`config.mk`:
```
export PLATFORM = sky130hd
export DESIGN_NAME = fetch_unit_flat
export DESIGN_NICKNAME = d
export VERILOG_FILES = /design/src/rtl/fetch_unit_if.sv /design/src/rtl/fetch_unit.sv /design/src/flat_wrapper.sv
export SDC_FILE = /design/constraint.sdc
export NUM_CORES = 1
export LEC_CHECK = 0
export ABC_AREA = 1
export CORE_MARGIN = 8
export CORE_UTILIZATION = 50
export DETAILED_ROUTE_END_ITERATION = 8
export GPL_TIMING_DRIVEN = 0
export PLACE_DENSITY = 0.86
export SYNTH_ARGS = -nofsm -noshare
export SYNTH_HDL_FRONTEND = slang
export SYNTH_SLANG_ARGS = --single-unit
```
`constraint.sdc`:
```
create_clock -name clk -period 2.6 [get_ports clk]
set_input_delay 0.52 -clock clk [delete_from_list [all_inputs] [get_ports clk]]
set_output_delay 0.52 -clock clk [all_outputs]
set_load 0.05 [all_outputs]
```
`src/rtl/fetch_unit_if.sv`:
```
// -----------------------------------------------------------------------------
// fetch_unit_if
//   Memory read channel between the LC-3 instruction-fetch sequencer and the
//   instruction memory. One read transaction is open for as long as mem_rd is
//   high. The memory completes it by raising mem_ready for one cycle, with
//   mem_rdata valid in that same cycle.
//
//   Signals
//     mem_addr   fetch -> mem   read address (the fetch unit's MAR)
//     mem_rd     fetch -> mem   read request, held high while waiting
//     mem_rdata  mem -> fetch   read data, valid while mem_ready==1
//     mem_ready  mem -> fetch   data-valid strobe
//
//   Modports
//     master  fetch-unit side (drives address and request)
//     slave   memory side (drives data and ready)
// -----------------------------------------------------------------------------
interface fetch_unit_if #(
    parameter int WIDTH = 16
);
    logic [WIDTH-1:0] mem_addr;
    logic             mem_rd;
    logic [WIDTH-1:0] mem_rdata;
    logic             mem_ready;

    modport master (
        output mem_addr,
        output mem_rd,
        input  mem_rdata,
        input  mem_ready
    );

    modport slave (
        input  mem_addr,
        input  mem_rd,
        output mem_rdata,
        output mem_ready
    );
endinterface : fetch_unit_if

```
`src/rtl/fetch_unit.sv`:
```
// -----------------------------------------------------------------------------
// fetch_unit
//   LC-3 instruction-fetch sequencer, the stage directly upstream of IR.
//   A fetch runs MAR<-PC (with a PC increment pulse), then reads M[MAR] into
//   MDR through a wait-state handshake, then drives MDR onto Buss while
//   asserting ldIR so IR captures the instruction at the following edge.
//   A read that waits TIMEOUT cycles without mem_ready ends in ERR, which
//   holds until the control FSM retries with start_fetch.
//
//   Parameters
//     WIDTH    data/address width (Buss, PC, MAR, MDR)
//     TIMEOUT  READ cycles allowed before a timeout (>= 1)
//     TO_W     timeout counter width, 2**TO_W > TIMEOUT
//
//   Ports
//     clk          system clock, rising edge
//     reset        asynchronous active-low reset
//     start_fetch  fetch request, honoured only in IDLE and ERR
//     PC           program counter, sampled only at the end of ADDR
//     ldPC_inc     one-cycle pulse: PC register increments
//     mem          memory read channel (master side)
//     Buss         MDR while gateMDR==1, otherwise 0
//     gateMDR      this block owns Buss this cycle
//     ldIR         IR load enable, IR latches Buss at the next edge
//     fetch_busy   high in ADDR, READ and LATCH
//     fetch_done   one-cycle pulse after a successful IR load
//     fetch_err    high while in ERR (memory timeout)
//
//   Every output comes from a register or from state, so nothing on the
//   input side reaches an output in the same cycle.
// -----------------------------------------------------------------------------
module fetch_unit #(
    parameter int WIDTH   = 16,
    parameter int TIMEOUT = 255,
    parameter int TO_W    = 8
) (
    input  logic             clk,
    input  logic             reset,
    input  logic             start_fetch,
    input  logic [WIDTH-1:0] PC,
    output logic             ldPC_inc,
    fetch_unit_if.master     mem,
    output logic [WIDTH-1:0] Buss,
    output logic             gateMDR,
    output logic             ldIR,
    output logic             fetch_busy,
    output logic             fetch_done,
    output logic             fetch_err
);

    typedef enum logic [2:0] {
        IDLE,
        ADDR,
        READ,
        LATCH,
        DONE,
        ERR
    } state_t;

    // Per-state output flags. They are loaded together with the state, so
    // each output is a plain flop.
    typedef struct packed {
        logic ld_pc_inc;
        logic mem_rd;
        logic gate_mdr;
        logic ld_ir;
        logic busy;
        logic done;
        logic err;
    } flags_t;

    state_t           state;
    flags_t           flags;
    logic [WIDTH-1:0] mar;
    logic [WIDTH-1:0] mdr;
    logic [TO_W-1:0]  to_cnt;

    // Output values that belong to a state. Called with the state being
    // entered, so the flags are ready on the first cycle of that state.
    function automatic flags_t flags_for(input state_t s);
        flags_t f;
        f = '0;
        case (s)
            ADDR: begin
                f.ld_pc_inc = 1'b1;
                f.busy      = 1'b1;
            end
            READ: begin
                f.mem_rd = 1'b1;
                f.busy   = 1'b1;
            end
            LATCH: begin
                f.gate_mdr = 1'b1;
                f.ld_ir    = 1'b1;
                f.busy     = 1'b1;
            end
            DONE:    f.done = 1'b1;
            ERR:     f.err  = 1'b1;
            default: f      = '0;
        endcase
        return f;
    endfunction

    // The last READ cycle before a timeout is the one where the counter has
    // already counted TIMEOUT-1 idle cycles.
    localparam logic [TO_W-1:0] TO_LAST = TO_W'(TIMEOUT - 1);

    // NOTE: all state below is updated with non-blocking assignments so every
    // register samples the pre-edge values of the others; blocking updates
    // would make the result depend on statement order.
    always_ff @(posedge clk or negedge reset) begin
        if (!reset) begin
            // MDR is a single register, not a memory array, so it is reset
            // along with everything else; Buss must read 0 out of reset.
            state  <= IDLE;
            flags  <= '0;
            mar    <= '0;
            mdr    <= '0;
            to_cnt <= '0;
        end else begin
            case (state)
                IDLE: begin
                    if (start_fetch) begin
                        state <= ADDR;
                        flags <= flags_for(ADDR);
                    end
                end

                ADDR: begin
                    mar    <= PC;
                    to_cnt <= '0;
                    state  <= READ;
                    flags  <= flags_for(READ);
                end

                READ: begin
                    // A ready strobe on the timeout cycle still completes.
                    if (mem.mem_ready) begin
                        mdr   <= mem.mem_rdata;
                        state <= LATCH;
                        flags <= flags_for(LATCH);
                    end else if (to_cnt == TO_LAST) begin
                        state <= ERR;
                        flags <= flags_for(ERR);
                    end else begin
                        to_cnt <= to_cnt + 1'b1;
                    end
                end

                LATCH: begin
                    state <= DONE;
                    flags <= flags_for(DONE);
                end

                // start_fetch is deliberately not looked at here; the control
                // FSM gets one idle cycle before a new fetch can begin.
                DONE: begin
                    state <= IDLE;
                    flags <= flags_for(IDLE);
                end

                ERR: begin
                    if (start_fetch) begin
                        state <= ADDR;
                        flags <= flags_for(ADDR);
                    end
                end

                default: begin
                    state <= IDLE;
                    flags <= flags_for(IDLE);
                end
            endcase
        end
    end

    // MAR stays on the address lines in every state.
    assign mem.mem_addr = mar;
    assign mem.mem_rd   = flags.mem_rd;

    assign ldPC_inc   = flags.ld_pc_inc;
    assign gateMDR    = flags.gate_mdr;
    assign Buss       = flags.gate_mdr ? mdr : '0;
    assign ldIR       = flags.ld_ir;
    assign fetch_busy = flags.busy;
    assign fetch_done = flags.done;
    assign fetch_err  = flags.err;

endmodule : fetch_unit

```
`src/flat_wrapper.sv`:
```
// flat-port wrapper written by rule: the top's interface ports become plain ports
module fetch_unit_flat 
#(
    parameter int WIDTH   = 16,
    parameter int TIMEOUT = 255,
    parameter int TO_W    = 8
)
  (clk, reset, start_fetch, PC, ldPC_inc, Buss, gateMDR, ldIR, fetch_busy, fetch_done, fetch_err, mem_mem_addr, mem_mem_rd, mem_mem_rdata, mem_mem_ready);
  fetch_unit_if #(.WIDTH(WIDTH)) mem_i ();
  input  logic clk;
  input  logic reset;
  input  logic start_fetch;
  input  logic [WIDTH-1:0] PC;
  output logic ldPC_inc;
  output logic [WIDTH-1:0] Buss;
  output logic gateMDR;
  output logic ldIR;
  output logic fetch_busy;
  output logic fetch_done;
  output logic fetch_err;
  output wire logic [$bits(mem_i.mem_addr)-1:0] mem_mem_addr;
  output wire logic [$bits(mem_i.mem_rd)-1:0] mem_mem_rd;
  input wire logic [$bits(mem_i.mem_rdata)-1:0] mem_mem_rdata;
  input wire logic [$bits(mem_i.mem_ready)-1:0] mem_mem_ready;
  assign mem_mem_addr = mem_i.mem_addr;
  assign mem_mem_rd = mem_i.mem_rd;
  assign mem_i.mem_rdata = mem_mem_rdata;
  assign mem_i.mem_ready = mem_mem_ready;
  fetch_unit #(.WIDTH(WIDTH), .TIMEOUT(TIMEOUT), .TO_W(TO_W)) u_core (.clk(clk), .reset(reset), .start_fetch(start_fetch), .PC(PC), .ldPC_inc(ldPC_inc), .mem(mem_i), .Buss(Buss), .gateMDR(gateMDR), .ldIR(ldIR), .fetch_busy(fetch_busy), .fetch_done(fetch_done), .fetch_err(fetch_err));
endmodule
```
Word level (Yosys, flattened, before mapping)
Index checks and enable logic that the tools add are counted.
{"block": "op_classes", "eq_ne": 9, "addsub": 1, "n_reduce_logical": 6, "n_mux": 12}
{"operator": "$pmux W7 S4", "count": 1}
{"operator": "$mux W7", "count": 3}
{"operator": "$mux W16", "count": 1}
{"operator": "$mux W8", "count": 2}
{"operator": "$pmux W8 S2", "count": 1}
{"operator": "$pmux W3 S4", "count": 1}
{"operator": "$mux W3", "count": 3}
{"operator": "$add A8 B1 Y8 const B", "count": 1}
{"operator": "$eq A8 B8 Y1 const B", "count": 1}
{"operator": "$eq A3 B2 Y1 const B", "count": 2}
{"operator": "$ne A2 B2 Y1 const B", "count": 2}
{"operator": "$reduce_and A2 Y1", "count": 2}
{"operator": "$eq A3 B1 Y1 const B", "count": 1}
{"operator": "$eq A3 B3 Y1 const B", "count": 1}
{"operator": "$logic_not A3 Y1", "count": 1}
{"operator": "$ne A3 B2 Y1 const B", "count": 1}
{"operator": "$reduce_and A3 Y1", "count": 1}
{"operator": "$ne A2 B1 Y1 const B", "count": 1}
{"operator": "$reduce_bool A2 Y1", "count": 1}
{"operator": "$reduce_or A2 Y1", "count": 1}
{"block": "totals", "word_cells": 39, "regBits": 50}

Depth between registers and ports, before layout
Gate-level depths: netlist (run 1).
{"block": "depth", "depth_word": 4, "ltp_mapped": 9, "depth_no_buf": 9}

Worst setup path after synthesis (run 1)
Ideal clock, no wire load.
{"block": "synth_path", "kind": "register -> output", "from": "register u_core.ldIR (netlist name)", "to": "output Buss[10]", "path_buffers": 2, "slack_ns": 0.513, "stages_incl_launch_ff": 5, "arrival_time_ns": 1.567, "path_cell_list": "dfrtp_1 clkbuf_1 clkbuf_1 nand2_1 inv_1"}
{"item": "end, declared", "line_no": "flat_wrapper.sv:15", "text": "output logic [WIDTH-1:0] Buss;"}

==> flow_metrics.py, run 1 <==
metrics = {
    "drt": {
        "drc": 0,
        "drtIter0Drc": 124,
        "dr_total_vias": 2126,
        "routed_wl_microns": 5632,
        "routed_via_density": 4.876,
        "avgRoutedWirePerCell_microns": 12.92,
        "ant_nets": 0,
        "dr.pass1.iters": 4,
    },
    "synth": {
        "yosys-top-cells-area": "dfrtp_1 52%, nand2_1 23%, nand3_1 7.9%",
        "synth_area_leader_cell": "dfrtp_1",
        "synth_cells": 300,
        "synth_top_area_share_pct": 52.41,
        "ys_types": 22,
        "yosysSeqAreaShare_pct": 52.41,
        "synth.avg_cell_area_sq_um": 7.799,
        "ys_warn_count": 0,
        "synth_fp_nets": 338,
        "synthesis.area_sq_um": 2340,
        "ys_ff_latch": 49,
    },
    "setup_path": {
        "worstPathRequired_ns": 2.08,
        "r2r-start": "u_core.state[2]$_DFFE_PN0P_",
        "critPathLaunchType": "flip-flop",
        "reg2reg_depth": 7,
        "critPathArrivalTime_ns": 1.91,
        "timing.rr.end": "u_core.mdr[13]$_DFFE_PN0N_",
        "r2r_slack_ns": 1.09,
        "cp-end-kind": "output pin",
        "crit_type": "flip-flop to output pin",
        "crit_start": "u_core.ldIR$_DFFE_PN0P_",
        "cp_max_fo": 10,
    },
    "sta": {
        "holdWs_ns": 0.1549,
        "timing.final.crit_period_ns": 2.429,
        "rsz0062_at_grt": "no",
        "finalSetupViolCount": 0,
        "period_share_pct": 93.42,
        "tns_ns": 0,
        "setup_ws_ns": 0.1711,
        "slew_viol_final": 0,
        "max_freq_ghz": 0.4117,
        "relSlewSlack_pct": 64.58,
        "finalClockSkew_ns": 0.005189,
        "worstMarginPinSlew_ns": 0.5297,
        "hold_viol": 0,
    },
    "die": {
        "row_count": 25,
        "initial_core_util_pct": 50.54,
        "dieHeight_microns": 84.41,
        "core_sq_um": 4629,
        "die_area_sq_um": 7124,
        "die_width_microns": 84.41,
        "io-pin-count": 75,
    },
    "layout": {
        "drive_gt1_share_pct": 7.853,
        "diodes": 0,
        "fillers": 372,
        "finalInstanceArea_sq_um": 3226,
        "area_delta_synth_final_pct": 37.86,
        "fin_nets": 419,
    },
    "placed_design": {
        "place_congestion": 0.8372,
        "dpl_cell_area_sq_um": 3153,
        "io_buffers": 73,
        "hpwl_microns": 4307,
        "post-place-ws_ns": 0.06412,
    },
    "pwr": {
        "ir_drop_v": 0.0007919,
        "p_per_area_nw_per_um2": 1164,
        "power_leakage_uw": 0.001764,
    },
    "cts": {
        "cts_tree": "done",
        "cts_buffers": 5,
        "cts_sinks": 49,
        "cts-root-buf": "clkbuf_8",
        "cts_buffer_depth": 2,
        "htreeDepth": 2,
        "clock_latency_ns": 0.30,
        "path_clk_slew_ns": 0.08,
        "post_cts_buffers": 0,
    },
    "run_status": {
        "status": "finished, final reports clean",
    },
    "global_route": {
        "grt_pass1_vias": 2090,
        "track_usage_pct": 16.34,
        "grt_max_degree": 32,
        "grt_pass1_wl_microns": 9673,
        "antenna_found_initial": 0,
        "grt_overflow": 0,
    },
    "hold_path": {
        "hp-class": "input pin to asynchronous set/reset pin",
    },
    "job": {
        "cap_violations": 0,
    },
}
-- metrics by stage --
step / total power (uW) / util (%) / instances
detailed placement: 3359 / 68.11 / 428
floorplan: 2673 / - / 300
global route: 4022 / 69.68 / 436
global placement: 3302 / 67.78 / 427
finish: 3756 / 69.68 / 436
CTS: 3791 / 69.65 / 436
-- power breakdown --
group / switching (uW) / internal [uW] / leakage (uW)
clock: 245 / 191 / 0.0000385
combinational: 1410 / 664 / 0.00110
sequential: 177 / 1070 / 0.000625
total: 1830 / 1920 / 0.00176
-- worst max-delay path: stages (launching register included) --
cell and delay, ns:
dfrtp_1 0.36, clkbuf_1 0.28, clkbuf_2 0.30, nand2_1 0.07
inv_1 0.06, dlygate4sd2_1 0.53
-- kinds of logic (layout without fill, tap and decap cells) --
family | Yosys count | in the layout | share of synthesized area (%)
AO/OA/AOI/OAI | 7 | 7 | 1.925
XOR/XNOR | 1 | 1 | 0.3744
adder cells (fa/ha/maj) | 2 | 2 | 1.069
buffers and inverters | 40 | 122 | 7.700
flip-flops | 49 | 49 | 52.41
AND/OR/NAND/NOR | 201 | 201 | 36.52
-- cell usage in the layout, fill, tap and decap left out --
cell type / n
o21ai_0: 1
dlygate4sd2_1: 10
clkbuf_2: 2
o21ai_2: 2
clkbuf_8: 5
buf_12: 1
clkdlybuf4s50_1: 62
dfrtp_1: 49
nor2_1: 11
o21bai_1: 1
nor3b_1: 1
ha_1: 2
buf_4: 2
nand3_1: 37
clkbuf_1: 3
nand2_2: 2
xor2_1: 1
buf_2: 6
nor2_4: 3
a21oi_1: 3
buf_6: 2
buf_1: 1
clkinvlp_4: 1
nand2_4: 3
inv_2: 1
inv_1: 26
nand2_1: 144
-- worst max-delay path by stage --
stage	slack, ns	cells after the start	to
floorplan	0.51	4	Buss[10]
global placement	-0.37	1	u_core.mem.mem_addr[6]$_DFFE_PN0P_
detailed placement	0.06	5	Buss[2]
CTS	0.009	5	Buss[2]
global route	0.04	5	Buss[3]
finish	0.17	5	Buss[2]
-- per-layer routing --
| layer | part of all wire (%) | vias up | GRT usage, % |
|---|---|---|---|
| met5 | 0 | - | 0 |
| met4 | 1.9 | 0 | 5.987 |
| met3 | 6.5 | 9 | 4.878 |
| met2 | 48 | 56 | 26.86 |
| met1 | 43 | 983 | 19.71 |
| li1 | - | 1078 | - |
-- cells in the mapped netlist, drive strengths merged --
master  number
a21oi        3
buf         10
clkbuf       3
dfrtp       49
ha           2
inv         27
nand2      149
nand3       37
nor2        14
nor3b        1
o21ai        3
o21bai       1
xor2         1
-- area by class of cell --
type	instances	area, sq um	area share, %
plain buffers	13	80.08	2.483
clock buffers	7	76.32	2.366
clock inverters	1	7.507	0.2327
inverters	27	101.3	3.142
multi-input cells	211	933.4	28.94
flip-flops and latches	49	1226	38.01
well taps	54	67.56	2.095
repair buffers	74	733.2	22.73
-- registers in the layout, indices dropped and copies added (netlist names), 3 cells and up --
| register | cells |
|---|---|
| u_core.mdr | 16 |
| u_core.mem.mem_addr | 16 |
| u_core.to_cnt | 8 |
| u_core.state | 3 |
-- timing repair --
action | in CTS | in global routing
setup endpoints to repair | 10 | 10
gates resized for setup | 10 | 2
hold endpoints to repair | 0 | 0
hold buffers | 0 | 0
Power figures use the tool's default switching activity.
==> run 2, diff against run 1 <==
Settings changed: CAP_MARGIN from default to 10, TNS_END_PERCENT from default to 5.
==> results of run 2 <==
Same layout as run 1: the final DEF is identical, and so are final timing and power.
==> run 3, diff against run 2 <==
Settings changed: CORE_MARGIN 8 to 2.
==> flow_metrics.py, run 3 (synthesis gave the netlist of run 1 again) <==
metrics = {
    "cts": {
        "cts_buffers": 5,
        "cts-root-buf": "clkbuf_8",
        "cts_tree": "done",
        "cts_hold_buf": 0,
        "cts_sinks": 49,
        "post_cts_buffers": 0,
        "clock_latency_ns": 0.30,
        "path_clk_slew_ns": 0.09,
        "htreeDepth": 2,
        "cts_buffer_depth": 2,
    },
    "die": {
        "core_sq_um": 4444,
        "die_area_sq_um": 5242,
        "initial_core_util_pct": 52.65,
        "io-pin-count": 75,
        "row_count": 24,
        "die_width_microns": 72.41,
        "dieHeight_microns": 72.41,
    },
    "setup_path": {
        "cp_max_fo": 10,
        "timing.rr.end": "u_core.to_cnt[3]$_DFFE_PN0P_",
        "critPathLaunchType": "flip-flop",
        "crit_type": "flip-flop to output pin",
        "r2r_slack_ns": 1.12,
        "worstPathRequired_ns": 2.08,
        "cp-end-kind": "output pin",
        "reg2reg_depth": 9,
        "critPathArrivalTime_ns": 1.90,
        "r2r-start": "u_core.to_cnt[0]$_DFFE_PN0P_",
    },
    "pwr": {
        "seqPwrFrac_pct": 33.4,
        "swShare_pct": 48.72,
        "power_leakage_uw": 0.001764,
        "ir_drop_v": 0.0007874,
        "p_sw_uw": 1827,
        "combPwrFrac_pct": 55.1,
        "clock_power_share_pct": 11.6,
        "p_per_area_nw_per_um2": 1164,
        "power.internal_uw": 1924,
        "power_uw": 3751,
    },
    "layout": {
        "finalInstanceArea_sq_um": 3223,
        "fillers": 367,
        "layout_commonest_cell": "nand2_1",
        "diodes": 0,
        "fin_nets": 419,
        "mostFrequentLayoutCells": "144 x nand2_1, 62 x clkdlybuf4s50_1, 49 x dfrtp_1",
        "area_delta_synth_final_pct": 37.75,
        "drive_gt1_share_pct": 7.853,
    },
    "hold_path": {
        "hp-class": "input pin to asynchronous set/reset pin",
    },
    "placed_design": {
        "hpwl_microns": 3993,
        "dpl_cell_area_sq_um": 3151,
        "io_buffers": 73,
        "place_congestion": 0.8429,
    },
    "run_status": {
        "status": "finished, final reports clean",
    },
    "drt": {
        "drtIter0Drc": 128,
        "dr_total_vias": 2120,
        "dr.pass1.iters": 4,
        "avgRoutedWirePerCell_microns": 12.28,
        "drc": 0,
        "routed_wl_microns": 5330,
        "ant_nets": 0,
        "routed_via_density": 4.885,
    },
    "job": {
        "cap_violations": 0,
    },
    "sta": {
        "timing.final.crit_period_ns": 2.419,
        "finalClockSkew_ns": 0.007059,
        "holdWs_ns": 0.1315,
        "period_share_pct": 93.02,
        "slew_viol_final": 0,
        "hold_viol": 0,
        "max_freq_ghz": 0.4135,
        "relSlewSlack_pct": 64.80,
        "worstMarginPinSlew_ns": 0.5263,
        "finalSetupViolCount": 0,
        "rsz0062_at_grt": "no",
    },
    "global_route": {
        "grt_max_degree": 35,
        "track_usage_pct": 22.00,
        "grt_pass1_wl_microns": 9080,
        "grt_pass1_vias": 2044,
        "grt_overflow": 0,
        "antenna_found_initial": 0,
    },
}
==> run 3: cell counts in the layout (fill, tap and decap cells not counted) <==
No cell type changed its count.
==> run 3: worst max-delay path by stage <==
stage	cells past startpoint	end	slack [ns]	from
6_report	5	Buss[9]	0.18	u_core.ldIR$_DFFE_PN0P_
3_5_place_dp	5	Buss[9]	0.10	u_core.ldIR$_DFFE_PN0P_
3_3_place_gp	1	u_core.mdr[13]$_DFFE_PN0N_	-0.31	reset
5_1_grt	5	Buss[3]	0.02	u_core.ldIR$_DFFE_PN0P_
2_1_floorplan	4	Buss[10]	0.51	u_core.ldIR$_DFFE_PN0P_
4_1_cts	5	Buss[9]	0.04	u_core.ldIR$_DFFE_PN0P_
==> run 3: per-stage QoR <==
| step | setup TNS [ns] | std cells | utilization, % | setup WS [ns] |
|---|---|---|---|---|
| 6_report | 0 | 434 | 72.52 | 0.1815 |
| 5_1_grt | 0 | 434 | 72.52 | 0.01648 |
| 4_1_cts | 0 | 434 | 72.49 | 0.04209 |
| 3_5_place_dp | 0 | 426 | 70.89 | 0.1017 |
| 3_3_place_gp | -15.02 | 425 | 70.55 | -0.3092 |
| 2_1_floorplan | 0 | 300 | - | 0.5125 |
==> run 3: critical path: stages, from the launching register on <==
cell and delay [ns]:
dfrtp_1 0.38, clkbuf_1 0.26, clkbuf_2 0.29, nand2_1 0.08, inv_1 0.06, dlygate4sd2_1 0.52
==> run 3: per-layer routing <==
metal  wire [microns]  vias up  track usage (%)
met5                0        -                0
met4               89        0            6.790
met3              283        7            5.000
met2             2540       59            37.61
met1             2416      980            27.93
li1                 -     1074                -
==> run 3: layout make-up <==
class | count | area, sq um | area share, %
clock buffers | 7 | 76.32 | 2.368
flip-flops and latches | 49 | 1226 | 38.04
plain buffers | 13 | 80.08 | 2.484
clock inverters | 1 | 7.507 | 0.2329
inverters | 27 | 101.3 | 3.144
well taps | 52 | 65.06 | 2.019
multi-input cells | 211 | 933.4 | 28.96
repair buffers | 74 | 733.2 | 22.75
==> run 3: timing repair <==
item                                    4_1_cts  5_1_grt
endpoints found under the setup margin       10       10
gates cloned                                  0        0
gates resized for setup                      10        2
==> run 3: power by group through the flow <==
stage | Clock, uW | Sequential [uW] | Combinational [uW]
global route | 472 | 1290 | 2250
floorplan | 0 | 1780 | 896
CTS | 443 | 1250 | 2080
detailed placement | 0 | 1260 | 2090
global placement | 0 | 1250 | 2030
finish | 434 | 1250 | 2070
